`config.mk`:
```
export PLATFORM = sky130hd
export DESIGN_NAME = hazard_detection_unit
export DESIGN_NICKNAME = d
export VERILOG_FILES = /design/src/rtl/hazard_detection_unit.sv
export SDC_FILE = /design/constraint.sdc
export NUM_CORES = 1
export LEC_CHECK = 0
export CORE_MARGIN = 4
export CORE_UTILIZATION = 53
export DETAILED_ROUTE_END_ITERATION = 6
export PLACE_DENSITY = 0.85
export SLEW_MARGIN = 25
export SYNTH_ARGS = -nofsm -noshare
export SYNTH_HDL_FRONTEND = slang
export SYNTH_SLANG_ARGS = --single-unit
```
`constraint.sdc`:
```
create_clock -name clk -period 6.69 [get_ports clk]
set_clock_uncertainty 0.15 [all_clocks]
set_input_delay 2.007 -clock clk [delete_from_list [all_inputs] [get_ports clk]]
set_output_delay 2.007 -clock clk [all_outputs]
set_load 0.005 [all_outputs]
```
`src/rtl/hazard_detection_unit.sv`:
```
// ---------------------------------------------------------------------------
// hazard_detection_unit
//   ID-stage hazard detector for the 5-stage 16-bit pipeline. It keeps a
//   shadow copy of the instructions sitting in EX and MEM and decides, in the
//   same cycle, whether ID must stall, whether IF/ID must be flushed after a
//   taken branch, and whether the whole pipe must freeze on a cache miss.
//   It covers the hazards that EX-stage forwarding cannot: load-use, branches
//   resolved in ID (B on flags, BR on rs), cache-miss freeze and HLT.
//
// Ports
//   clk, rst          clock, synchronous active-high reset
//   id_valid          IF/ID holds a real instruction
//   id_opcode         ID opcode
//   id_rs/id_rt/id_rd ID register fields (id_rd is also SW data / LLB,LHB source)
//   id_cond           B condition code, 3'b111 = unconditional
//   id_br_taken       ID branch resolved taken this cycle
//   icache_miss       fetch miss pending
//   dcache_miss       MEM-stage miss pending
//   pc_write          PC update enable
//   ifid_write        IF/ID register enable
//   idex_bubble       load a NOP into ID/EX instead of the ID instruction
//   ifid_flush        squash IF/ID contents at the next edge
//   pipe_freeze       hold every pipeline register
//   halted            HLT has reached ID, fetch stopped
//   stall_cnt         saturating count of cycles with idex_bubble=1
//   freeze_cnt        saturating count of cycles with pipe_freeze=1
// ---------------------------------------------------------------------------
module hazard_detection_unit #(
    parameter int REG_W = 4,
    parameter int OP_W  = 4,
    parameter int CNT_W = 16
) (
    input  logic             clk,
    input  logic             rst,
    input  logic             id_valid,
    input  logic [OP_W-1:0]  id_opcode,
    input  logic [REG_W-1:0] id_rs,
    input  logic [REG_W-1:0] id_rt,
    input  logic [REG_W-1:0] id_rd,
    input  logic [2:0]       id_cond,
    input  logic             id_br_taken,
    input  logic             icache_miss,
    input  logic             dcache_miss,
    output logic             pc_write,
    output logic             ifid_write,
    output logic             idex_bubble,
    output logic             ifid_flush,
    output logic             pipe_freeze,
    output logic             halted,
    output logic [CNT_W-1:0] stall_cnt,
    output logic [CNT_W-1:0] freeze_cnt
);

    localparam logic [OP_W-1:0] OP_ADD    = OP_W'(4'h0);
    localparam logic [OP_W-1:0] OP_SUB    = OP_W'(4'h1);
    localparam logic [OP_W-1:0] OP_XOR    = OP_W'(4'h2);
    localparam logic [OP_W-1:0] OP_RED    = OP_W'(4'h3);
    localparam logic [OP_W-1:0] OP_SLL    = OP_W'(4'h4);
    localparam logic [OP_W-1:0] OP_SRA    = OP_W'(4'h5);
    localparam logic [OP_W-1:0] OP_ROR    = OP_W'(4'h6);
    localparam logic [OP_W-1:0] OP_PADDSB = OP_W'(4'h7);
    localparam logic [OP_W-1:0] OP_LW     = OP_W'(4'h8);
    localparam logic [OP_W-1:0] OP_SW     = OP_W'(4'h9);
    localparam logic [OP_W-1:0] OP_LLB    = OP_W'(4'hA);
    localparam logic [OP_W-1:0] OP_LHB    = OP_W'(4'hB);
    localparam logic [OP_W-1:0] OP_B      = OP_W'(4'hC);
    localparam logic [OP_W-1:0] OP_BR     = OP_W'(4'hD);
    localparam logic [OP_W-1:0] OP_PCS    = OP_W'(4'hE);
    localparam logic [OP_W-1:0] OP_HLT    = OP_W'(4'hF);

    localparam logic [REG_W-1:0] R0      = {REG_W{1'b0}};
    localparam logic [CNT_W-1:0] CNT_MAX = {CNT_W{1'b1}};

    typedef enum logic [1:0] {
        ST_RUN    = 2'd0,
        ST_FREEZE = 2'd1,
        ST_HALT   = 2'd2
    } state_t;

    // ---------------- opcode decode helpers ----------------
    function automatic logic reads_rs(input logic [OP_W-1:0] op);
        case (op)
            OP_ADD, OP_SUB, OP_XOR, OP_RED, OP_SLL, OP_SRA, OP_ROR, OP_PADDSB,
            OP_LW, OP_SW, OP_BR: reads_rs = 1'b1;
            default:             reads_rs = 1'b0;
        endcase
    endfunction

    // Shifts/rotates carry an immediate in the rt field, so they do not read rt.
    function automatic logic reads_rt(input logic [OP_W-1:0] op);
        case (op)
            OP_ADD, OP_SUB, OP_XOR, OP_RED, OP_PADDSB: reads_rt = 1'b1;
            default:                                   reads_rt = 1'b0;
        endcase
    endfunction

    function automatic logic writes_rd(input logic [OP_W-1:0] op);
        case (op)
            OP_ADD, OP_SUB, OP_XOR, OP_RED, OP_SLL, OP_SRA, OP_ROR, OP_PADDSB,
            OP_LW, OP_LLB, OP_LHB, OP_PCS: writes_rd = 1'b1;
            default:                       writes_rd = 1'b0;
        endcase
    endfunction

    function automatic logic sets_flags(input logic [OP_W-1:0] op);
        case (op)
            OP_ADD, OP_SUB, OP_XOR, OP_SLL, OP_SRA, OP_ROR: sets_flags = 1'b1;
            default:                                        sets_flags = 1'b0;
        endcase
    endfunction

    // ---------------- shadow EX/MEM scoreboard ----------------
    logic             ex_v_r,  mem_v_r;
    logic [OP_W-1:0]  ex_op_r, mem_op_r;
    logic [REG_W-1:0] ex_rd_r, mem_rd_r;

    state_t state_r, state_nx_s;

    logic miss_s;
    logic load_use_s;
    logic br_haz_s;
    logic b_haz_s;
    logic hazard_s;
    logic halt_entry_s;

    // Hazard detection against the shadow scoreboard.
    always_comb begin
        miss_s = icache_miss | dcache_miss;

        // A store whose only overlap with the load is its data register (rd)
        // is handled by MEM-to-MEM forwarding, so only rs/rt are checked.
        load_use_s = id_valid && ex_v_r && (ex_op_r == OP_LW) && (ex_rd_r != R0) &&
                     ((reads_rs(id_opcode) && (id_rs == ex_rd_r)) ||
                      (reads_rt(id_opcode) && (id_rt == ex_rd_r)));

        // BR reads rs in ID: an ALU result in EX costs one cycle, a load costs
        // two (first against EX, then against MEM).
        br_haz_s = id_valid && (id_opcode == OP_BR) && (id_rs != R0) &&
                   ((ex_v_r && writes_rd(ex_op_r) && (ex_rd_r == id_rs)) ||
                    (mem_v_r && (mem_op_r == OP_LW) && (mem_rd_r == id_rs)));

        // Conditional B must wait for flags from a flag setter still in EX.
        b_haz_s = id_valid && (id_opcode == OP_B) && (id_cond != 3'b111) &&
                  ex_v_r && sets_flags(ex_op_r);

        hazard_s     = load_use_s | br_haz_s | b_haz_s;
        halt_entry_s = id_valid && (id_opcode == OP_HLT) && !hazard_s;
    end

    // FSM state register.
    always_ff @(posedge clk) begin
        if (rst) begin
            state_r <= ST_RUN;
        end else begin
            state_r <= state_nx_s;
        end
    end

    // FSM next-state logic.
    always_comb begin
        state_nx_s = state_r;
        case (state_r)
            ST_RUN, ST_FREEZE: begin
                if (miss_s) begin
                    state_nx_s = ST_FREEZE;
                end else if (halt_entry_s) begin
                    state_nx_s = ST_HALT;
                end else begin
                    state_nx_s = ST_RUN;
                end
            end
            ST_HALT: state_nx_s = ST_HALT;
            default: state_nx_s = ST_RUN;
        endcase
    end

    // FSM outputs. The freeze is raised combinationally in the cycle the miss
    // appears and drops in the cycle both misses clear, so RUN and FREEZE
    // share one decode driven by the live miss inputs.
    always_comb begin
        pc_write    = 1'b1;
        ifid_write  = 1'b1;
        idex_bubble = 1'b0;
        ifid_flush  = 1'b0;
        pipe_freeze = 1'b0;
        halted      = 1'b0;
        if (rst) begin
            pc_write    = 1'b0;
            ifid_write  = 1'b0;
            idex_bubble = 1'b1;
        end else begin
            case (state_r)
                ST_RUN, ST_FREEZE: begin
                    if (miss_s) begin
                        pipe_freeze = 1'b1;
                        pc_write    = 1'b0;
                        ifid_write  = 1'b0;
                    end else if (hazard_s) begin
                        pc_write    = 1'b0;
                        ifid_write  = 1'b0;
                        idex_bubble = 1'b1;
                    end else if (id_valid && id_br_taken) begin
                        ifid_flush  = 1'b1;
                    end else begin
                        pc_write    = 1'b1;
                    end
                end
                ST_HALT: begin
                    halted     = 1'b1;
                    pc_write   = 1'b0;
                    ifid_write = 1'b0;
                    if (miss_s) begin
                        pipe_freeze = 1'b1;
                    end else begin
                        idex_bubble = 1'b1;
                    end
                end
                default: begin
                    pc_write    = 1'b0;
                    ifid_write  = 1'b0;
                    idex_bubble = 1'b1;
                end
            endcase
        end
    end

    // Shadow scoreboard advance; holds while the pipe is frozen.
    always_ff @(posedge clk) begin
        if (rst) begin
            ex_v_r   <= 1'b0;
            ex_op_r  <= OP_ADD;
            ex_rd_r  <= R0;
            mem_v_r  <= 1'b0;
            mem_op_r <= OP_ADD;
            mem_rd_r <= R0;
        end else if (!pipe_freeze) begin
            mem_v_r  <= ex_v_r;
            mem_op_r <= ex_op_r;
            mem_rd_r <= ex_rd_r;
            if (idex_bubble || !id_valid) begin
                ex_v_r <= 1'b0;
            end else begin
                ex_v_r  <= 1'b1;
                ex_op_r <= id_opcode;
                ex_rd_r <= id_rd;
            end
        end
    end

    // Saturating performance counters.
    always_ff @(posedge clk) begin
        if (rst) begin
            stall_cnt  <= {CNT_W{1'b0}};
            freeze_cnt <= {CNT_W{1'b0}};
        end else begin
            if (idex_bubble && (stall_cnt != CNT_MAX)) begin
                stall_cnt <= stall_cnt + CNT_W'(1);
            end
            if (pipe_freeze && (freeze_cnt != CNT_MAX)) begin
                freeze_cnt <= freeze_cnt + CNT_W'(1);
            end
        end
    end

endmodule
```
==> results.json <==
{
  "cp.arrival_ns": 4.35,
  "post-cts-setup-buffers": 0,
  "crit_type": "in2out",
  "cts_tree": "built",
  "synth.cell_area_sq_um": 2589,
  "synth_top_area_share_pct": 40.99,
  "rsz0062_at_grt": "no",
  "status": "completed",
  "initial_core_util_pct": 54.81,
  "ys_seq_elements": 53,
  "maxCapViolCount": 0,
  "regArea_sq_um": 1061,
  "max-vdd-ir-drop_uv": 126.9,
  "required_ns": 4.53,
  "path_max_fanout": 3,
  "multiInputGateArea_sq_um": 1464,
  "htreeDepth": 2,
  "grt_max_degree": 34,
  "power.leakage_nw": 1.156,
  "synth_largest_area_cell": "dfxtp_1",
  "via_count": 2548,
  "grt_pass1_vias": 2400,
  "synth-warning-count": 0,
  "grt_antenna_before_repair": 0,
  "clkTransAtPathRegs_ns": 0.08,
  "rr_worst_depth": 8,
  "clock.fmax_mhz": 153.7,
  "end_kind": "output pin",
  "power.total_w": 0.0005641,
  "cts_made_buffers": 5,
  "worst_pin_slew_ns": 0.7438,
  "seq_area_frac_synth_pct": 40.99,
  "ant_nets": 0,
  "slew_headroom_pct": 50.41,
  "synthCells": 311,
  "ys.flop_type": "dfxtp_1",
  "routed_wl_um": 6479,
  "dr.pass1.iters": 4,
  "die_h_um": 77.89,
  "grt_pass1_wl_um": 10790,
  "io_buffers": 62,
  "drc": 0,
  "synth_area_per_cell_sq_um": 8.324,
  "min_period_ns": 6.505,
  "setup_viol": 0,
  "place_congestion": 0.8795,
  "fin_crit_sh_pct": 97.24,
  "numPlacedInstances": 429,
  "die_area_sq_um": 6067,
  "hp-class": "reg2reg",
  "synth_cell_types": 41,
  "clockRootBuffer": "clkbuf_8",
  "p_per_area_nw_per_um2": 168.1,
  "grt.total_usage_pct": 21.53,
  "whs_ns": 0.3130,
  "clock_path_buffers": 2,
  "ctsResizeCount": 0,
  "gr-total-overflow": 0,
  "layout.cells.non_filler": 436,
  "fin_tns_setup_ns": 0,
  "drt-initial-drc-count": 157,
  "viasPerCell": 5.844,
  "drive_gt1_share_pct": 4.607,
  "fill_cells": 376,
  "holdPathStages": 2,
  "synth-edff-count": 0,
  "dpl.hpwl_um": 4690,
  "rows": 25,
  "worstSkewPairLatency_ns": 0.30,
  "io_pins": 63,
  "drv_slew": 0,
  "die_x_um": 77.89,
  "clock-sinks": 53,
  "synth_area_leaders": "dfxtp_1, xor2_1, a21oi_1, nand2_1, nor2_1",
  "antenna_cells": 0,
  "final_nets": 396,
  "syn_nets": 338,
  "ys_async_sr_fraction_pct": 0,
  "cts_hold_buffers": 0,
  "final_hold_viol_count": 0,
  "syn2layout_area_growth_pct": 29.63,
  "core_sq_um": 4723,
  "cp-start-kind": "primary input",
  "routedWlPerCell_um": 14.86
}
[sequential cells by signal, summed over array words and instances (netlist names), named ones only]
register    count
mem_rd_r        4
mem_op_r        4
stall_cnt      16
ex_v_r          1
ex_rd_r         4
ex_op_r         4
mem_v_r         1
freeze_cnt     16
state_r         2
[cell usage after synthesis (all sizes together), types with 8 or more instances]
| cell type | instances |
|---|---|
| dfxtp | 53 |
| and3 | 9 |
| nand3 | 14 |
| xor2 | 19 |
| clkbuf | 11 |
| a21oi | 28 |
| mux2i | 8 |
| nand4 | 15 |
| o21ai | 15 |
| nor2 | 31 |
| nand2 | 32 |
| or3 | 12 |
[metal layers]
metal | track usage (%) | up-vias | wire length, um
met4 | 7.343 | 0 | 37
met2 | 37.84 | 84 | 3248
li1 | - | 1238 | -
met1 | 25.78 | 1219 | 2839
met3 | 4.756 | 7 | 353
met5 | 0 | - | 0
[worst paths after layout]
path	start	slack, ns	end
hold reg to reg	mem_v_r	0.31	mem_v_r
setup / recovery	id_rs[1]	0.18	idex_bubble
setup reg to reg	ex_rd_r[1]	3.66	stall_cnt[7]
hold / removal	mem_v_r	0.31	mem_v_r
[power breakdown]
| group | internal (W) | total [W] | switching, W |
|---|---|---|---|
| Sequential | 0.000319 | 0.000325 | 0.00000564 |
| Combinational | 0.0000290 | 0.0000578 | 0.0000288 |
| Clock | 0.0000824 | 0.000181 | 0.0000989 |
| Total | 0.000431 | 0.000564 | 0.000133 |
[worst max-delay path, stage by stage]
cell             delay, ns
clkdlybuf4s50_1       0.46
xor2_1                0.18
nor4_2                0.35
nand3_1               0.18
a2111oi_4             0.42
o32ai_2               0.18
inv_1                 0.08
clkdlybuf4s50_1       0.50
[logic make-up (layout without fill, tap and decap cells)]
family,Yosys count,in the layout,share of synthesized area [%]
compound gates,55,55,12.62
xor+xnor,25,25,8.458
fa+ha+maj,4,4,1.740
buf+inv,19,77,2.996
flops,53,53,40.99
mux,9,9,3.528
simple gates,146,146,29.68
[cells in the final DEF (no fill, tap or decap), types with 12 or more instances in the layout]
| cell type | Yosys | layout |
|---|---|---|
| o21ai_0 | 15 | 15 |
| nand3_1 | 14 | 14 |
| a21oi_1 | 28 | 28 |
| nor2_1 | 31 | 31 |
| or3_1 | 12 | 12 |
| xor2_1 | 19 | 19 |
| nand2_1 | 32 | 32 |
| dfxtp_1 | 53 | 53 |
| clkdlybuf4s50_1 | 0 | 61 |
| nand4_1 | 15 | 15 |
[cell type report]
| class | instances | area share (%) |
|---|---|---|
| Timing Repair Buffer | 66 | 19.24 |
| Multi-Input combinational cell | 239 | 43.62 |
| Inverter | 4 | 0.4474 |
| Clock buffer | 7 | 2.573 |
| Sequential cell | 53 | 31.62 |
| Tap cell | 67 | 2.498 |
[stage by stage]
stage | setup slack [ns] | instance area (sq um) | utilization, %
after global placement | 0.2356 | 3269 | 69.22
final | 0.1848 | 3356 | 71.05
after CTS | 0.1722 | 3356 | 71.05
after global routing | 0.02100 | 3356 | 71.05
after detailed placement | 0.1742 | 3269 | 69.22
after floorplan | 1.092 | 2589 | -
Note: power is estimated with default switching activity, not from simulation.
